$ cat src/rtl/set_bit_ser_pkg.sv
// ----------------------------------------------------------------------------
// set_bit_ser_pkg
// Shared definitions for the set-bit serializer:
//   - state_e     : two-state FSM encoding (IDLE = 0, EMIT = 1)
//   - idx_width() : width of a binary bit index for a WIDTH-bit vector
//   - cnt_width() : width of a counter able to hold 0..WIDTH
// ----------------------------------------------------------------------------
package set_bit_ser_pkg;

    typedef enum logic {
        IDLE = 1'b0,
        EMIT = 1'b1
    } state_e;

    function automatic int idx_width(input int width);
        return $clog2(width);
    endfunction

    function automatic int cnt_width(input int width);
        return $clog2(width + 1);
    endfunction

endpackage

$ cat src/rtl/lowest_set_bit_enc.sv
// ----------------------------------------------------------------------------
// lowest_set_bit_enc
// Purely combinational: isolates the lowest set bit of the remaining vector.
// Ports:
//   rem_i    [WIDTH-1:0] remaining (not yet emitted) set bits
//   onehot_o [WIDTH-1:0] lowest set bit of rem_i, one-hot (0 when rem_i == 0)
//   idx_o    [IDX_W-1:0] binary position of onehot_o (0 when rem_i == 0)
//   last_o               no set bit remains above onehot_o (also 1 when empty)
// ----------------------------------------------------------------------------
module lowest_set_bit_enc
    import set_bit_ser_pkg::*;
#(
    parameter  int WIDTH = 12,
    localparam int IDX_W = idx_width(WIDTH)
) (
    input  logic [WIDTH-1:0] rem_i,
    output logic [WIDTH-1:0] onehot_o,
    output logic [IDX_W-1:0] idx_o,
    output logic             last_o
);

    // Two's-complement trick: rem & -rem keeps only the lowest set bit.
    assign onehot_o = rem_i & (~rem_i + WIDTH'(1));

    assign last_o = ((rem_i & ~onehot_o) == '0);

    // onehot_o has at most one bit set, so OR-ing the matching index is exact.
    always_comb begin
        // NOTE: every always_comb output gets a default first so no path can leave it unassigned and infer a latch.
        idx_o = '0;
        for (int i = 0; i < WIDTH; i++) begin
            if (onehot_o[i]) begin
                idx_o = idx_o | IDX_W'(i);
            end
        end
    end

endmodule

$ cat src/rtl/set_bit_serializer.sv
// ----------------------------------------------------------------------------
// set_bit_serializer
// Accepts a WIDTH-bit request vector and emits one beat per set bit, lowest
// bit first. An all-zero vector yields a single empty beat.
// Ports:
//   clk_i, rst_i               clock, synchronous active-high reset
//   in_valid_i / in_ready_o    vector handshake (ready only in IDLE)
//   vec_i       [WIDTH-1:0]    vector to serialize
//   out_valid_o / out_ready_i  beat handshake
//   onehot_o    [WIDTH-1:0]    current bit, one-hot
//   idx_o       [IDX_W-1:0]    binary index of onehot_o
//   seq_o       [CNT_W-1:0]    beat number within the vector, from 0
//   last_o                     final beat of the vector
//   empty_o                    the vector was all-zero
// Data outputs are forced to 0 while idle.
// ----------------------------------------------------------------------------
module set_bit_serializer
    import set_bit_ser_pkg::*;
#(
    parameter  int WIDTH = 12,
    localparam int IDX_W = idx_width(WIDTH),
    localparam int CNT_W = cnt_width(WIDTH)
) (
    input  logic             clk_i,
    input  logic             rst_i,
    input  logic             in_valid_i,
    output logic             in_ready_o,
    input  logic [WIDTH-1:0] vec_i,
    output logic             out_valid_o,
    input  logic             out_ready_i,
    output logic [WIDTH-1:0] onehot_o,
    output logic [IDX_W-1:0] idx_o,
    output logic [CNT_W-1:0] seq_o,
    output logic             last_o,
    output logic             empty_o
);

    state_e           state_q, state_d;
    logic [WIDTH-1:0] rem_q,   rem_d;
    logic [CNT_W-1:0] seq_q,   seq_d;
    logic             empty_q, empty_d;

    logic [WIDTH-1:0] enc_onehot;
    logic [IDX_W-1:0] enc_idx;
    logic             enc_last;
    logic             emitting;

    lowest_set_bit_enc #(
        .WIDTH (WIDTH)
    ) u_enc (
        .rem_i    (rem_q),
        .onehot_o (enc_onehot),
        .idx_o    (enc_idx),
        .last_o   (enc_last)
    );

    always_comb begin
        state_d = state_q;
        rem_d   = rem_q;
        seq_d   = seq_q;
        empty_d = empty_q;
        unique case (state_q)
            IDLE: begin
                if (in_valid_i) begin
                    rem_d   = vec_i;
                    seq_d   = '0;
                    empty_d = (vec_i == '0);
                    state_d = EMIT;
                end
            end
            EMIT: begin
                // Vectors offered here are ignored; only a beat transfer moves us.
                if (out_ready_i) begin
                    rem_d = rem_q & ~enc_onehot;
                    if (enc_last) begin
                        state_d = IDLE;
                    end else begin
                        seq_d = seq_q + CNT_W'(1);
                    end
                end
            end
        endcase
    end

    always_ff @(posedge clk_i) begin
        // NOTE: sequential state uses non-blocking assignments so every register samples pre-edge values.
        if (rst_i) begin
            state_q <= IDLE;
            rem_q   <= '0;
            seq_q   <= '0;
            empty_q <= 1'b0;
        end else begin
            state_q <= state_d;
            rem_q   <= rem_d;
            seq_q   <= seq_d;
            empty_q <= empty_d;
        end
    end

    assign emitting    = (state_q == EMIT);
    assign in_ready_o  = (state_q == IDLE);
    assign out_valid_o = emitting;
    assign onehot_o    = emitting ? enc_onehot : '0;
    assign idx_o       = emitting ? enc_idx    : '0;
    assign seq_o       = emitting ? seq_q      : '0;
    assign last_o      = emitting & enc_last;
    assign empty_o     = emitting & empty_q;

endmodule

$ cat config.mk
export PLATFORM = sky130hd
export DESIGN_NAME = set_bit_serializer
export DESIGN_NICKNAME = d
export VERILOG_FILES = /design/src/rtl/set_bit_ser_pkg.sv /design/src/rtl/lowest_set_bit_enc.sv /design/src/rtl/set_bit_serializer.sv
export SDC_FILE = /design/constraint.sdc
export NUM_CORES = 1
export LEC_CHECK = 0
export BUFFER_PORTS_ARGS = -buffer_cell sky130_fd_sc_hd__buf_2
export CAP_MARGIN = 10
export CORE_AREA = 2 2 51 53
export CTS_CLUSTER_DIAMETER = 150
export DETAILED_ROUTE_END_ITERATION = 6
export DIE_AREA = 0 0 53 55
export PLACE_DENSITY = 0.82
export SYNTH_ARGS = -nofsm -noshare
export SYNTH_HDL_FRONTEND = slang
export SYNTH_SLANG_ARGS = --single-unit
export TNS_END_PERCENT = 10
$ cat constraint.sdc
create_clock -name clk_i -period 5.4 [get_ports clk_i]
set_input_delay 0.54 -clock clk_i [delete_from_list [all_inputs] [get_ports clk_i]]
set_output_delay 0.54 -clock clk_i [all_outputs]
set_load 0.01 [all_outputs]
==> out/metrics.yaml <==
outcome: "finished clean"
vias: 1414
place_area_um2: 1400
p_total_mw: 0.319
hold_depth: 2
internal_power_mw: 0.202
grt_max_degree: 27
crit_path_end_kind: "output pin"
rsz0062_at_grt: "false"
dp_cells: 226
final-hold-violation-count: 0
hpwl_mm: 2.53
slew_headroom_pct: 37.4
io_pins: 40
fin_cells: 229
worst_ep_arrival_time_ps: 2790
fin_skew_ps: 5.19
die_y_um: 55
cts_buffer_depth: 2
criticalPathCategory: "reg2out"
hp-start: "empty_q$_SDFFE_PP0P_"
place_ws_ps: 2490
yosys-top-cells-count: "25 x a21oi_1, 19 x nand2_1, 18 x dfxtp_1, 18 x nor2_1, 11 x clkbuf_1"
yosysSeqAreaShare_pct: 29.5
wl_per_cell_um: 15.0
seq_area_um2: 360
ir_drop_uv: 217
p_clk_share_pct: 21.3
clk_latency_ps: 300
crit_end: "last_o"
netlist_top_cells_area: "dfxtp_1 29%, a21oi_1 10%, nand2_1 5.8%, nor2_1 5.5%, o21ai_0 4.1%"
initial_core_util_pct: 51.7
clock_sinks: 18
cts_root_buffer: "clkbuf_4"
yosysMostFrequentCell: "a21oi_1"
start_kind: "flip-flop"
synth_edf_count: 0
p_leak_nw: 0.610
firstDrtPassIters: 5
die_w_um: 53
yosysWarningCount: 0
cp_max_fo: 26
ant_nets: 0
core_um2: 2360
remaining_drc_errors: 0
min_period_over_period_pct: 61.6
yosys_most_used_dff: "dfxtp_1"
finalInstanceArea_um2: 1420
cts_setup_buffers: 0
synth_top_area_cell: "dfxtp_1"
clock.fmax_mhz: 300
num_rows: 18
timing.rr.start: "out_valid_o$_SDFF_PP0_"
async_reset_ff_share_pct: 0
power.share.sequential_pct: 48.8
routed_wl_mm: 3.45
cts.reportedPaths.clkPinSlew_ps: 100
synthDistinctLibCells: 43
via_per_inst: 6.17
antennaDiodeCount: 0
cts_tree: "built"
finalSetupTns_ps: 0
r2r_slack_ps: 2730
drv_slew: 0
crit_path_start: "out_valid_o$_SDFF_PP0_"
required_ps: 4860
grt_pass1_wl_mm: 5.62
syn_nets: 187
r2r_end: "seq_q[2]$_SDFFE_PP0P_"
synthCells: 170
drv_cap: 0
antenna_found_initial: 0
hp-class: "reg2reg"
cts_resized: 0
drtIter0Drc: 70
worst_slack_ps: 2070
holdBufCountCts: 0
power_frac_comb_pct: 29.9
switchingPower_mw: 0.117
multiInputGateArea_um2: 786
numCtsBuffers: 3
gr-total-overflow: 0
drive_gt1_share_pct: 24.6
syn_to_final_growth_pct: 16.2
setup_viol: 0
synth-seq-cells: 18
avgSynthCellArea_um2: 7.19
grt_usage_pct: 25.4
dieArea_um2: 2920
worstMarginPinSlew_ps: 938
cts_max_level: 1
r2r_cells: 5
synth_top_area_share_pct: 29.5
gp_congestion: 1.01
powerDensity_nw_per_um2: 224
min_period_ps: 3330
syn_area_um2: 1220
power.share.switching_pct: 36.6
fin_nets: 218
io_buffers: 39
grt_pass1_vias: 1234
fill_cells: 233
==> state kept, by name, indices dropped and copies added, names as in the netlist <==
name and count:
rem_q 12, seq_q 4, empty_q 1, out_valid_o 1
==> cell usage in the layout, fill, tap and decap left out, drive strengths merged, types with 3 or more instances in the layout <==
cell	instances
buf	39
a21oi	26
nand2	19
nor2	18
dfxtp	18
o21ai	11
nor4	7
nand3	6
and2	5
inv	5
and3	5
a21o	3
clkbuf	3
or4	3
==> worst max-delay path, cell delays in order, from the launching register on <==
cell	delay [ps]
dfxtp_1	830
inv_1	410
a221o_1	400
a2111oi_4	590
buf_2	240
==> final cells by class <==
type / count / area share (%)
inverters: 5 / 1.32
repair buffers: 39 / 13.7
multi-input cells: 134 / 55.3
well taps: 30 / 2.64
clock buffers: 3 / 1.59
flip-flops and latches: 18 / 25.4
==> per-layer routing <==
metal	track usage, %	wire length (µm)	vias up
met1	36.0	1460	649
met2	39.4	1620	84
met4	8.55	36	0
met5	0	0	-
li1	-	-	675
met3	3.76	321	6
==> how the worst min path moves through the flow <==
stage                           end  slack, ps
5_1_grt        empty_q$_SDFFE_PP0P_        510
2_1_floorplan  empty_q$_SDFFE_PP0P_        430
3_3_place_gp   empty_q$_SDFFE_PP0P_        440
6_report       empty_q$_SDFFE_PP0P_        480
3_5_place_dp   empty_q$_SDFFE_PP0P_        470
4_1_cts        empty_q$_SDFFE_PP0P_        480
==> power by group through the flow <==
stage	clock, mW	sequential [mW]	combinational (mW)
final	0.0679	0.156	0.0951
after global routing	0.0697	0.157	0.106
after CTS	0.0663	0.155	0.0935
after detailed placement	0	0.158	0.0928
after global placement	0	0.157	0.0911
after floorplan	0	0.148	0.0761
==> cell families (layout without fill, tap and decap cells) <==
| group | after synthesis | in the layout | synth area share (%) |
|---|---|---|---|
| buf+inv | 18 | 47 | 6.24 |
| flops | 18 | 18 | 29.5 |
| compound gates | 56 | 56 | 29.2 |
| simple gates | 77 | 77 | 34.1 |
| fa+ha+maj | 1 | 1 | 1.02 |
==> metrics by stage <==
stage	utilization [%]	hold WS (ps)
2_1_floorplan	-	432
3_3_place_gp	59.1	441
3_5_place_dp	59.1	471
4_1_cts	60.1	483
5_1_grt	60.1	508
6_report	60.1	480
Power figures use the tool's default switching activity.
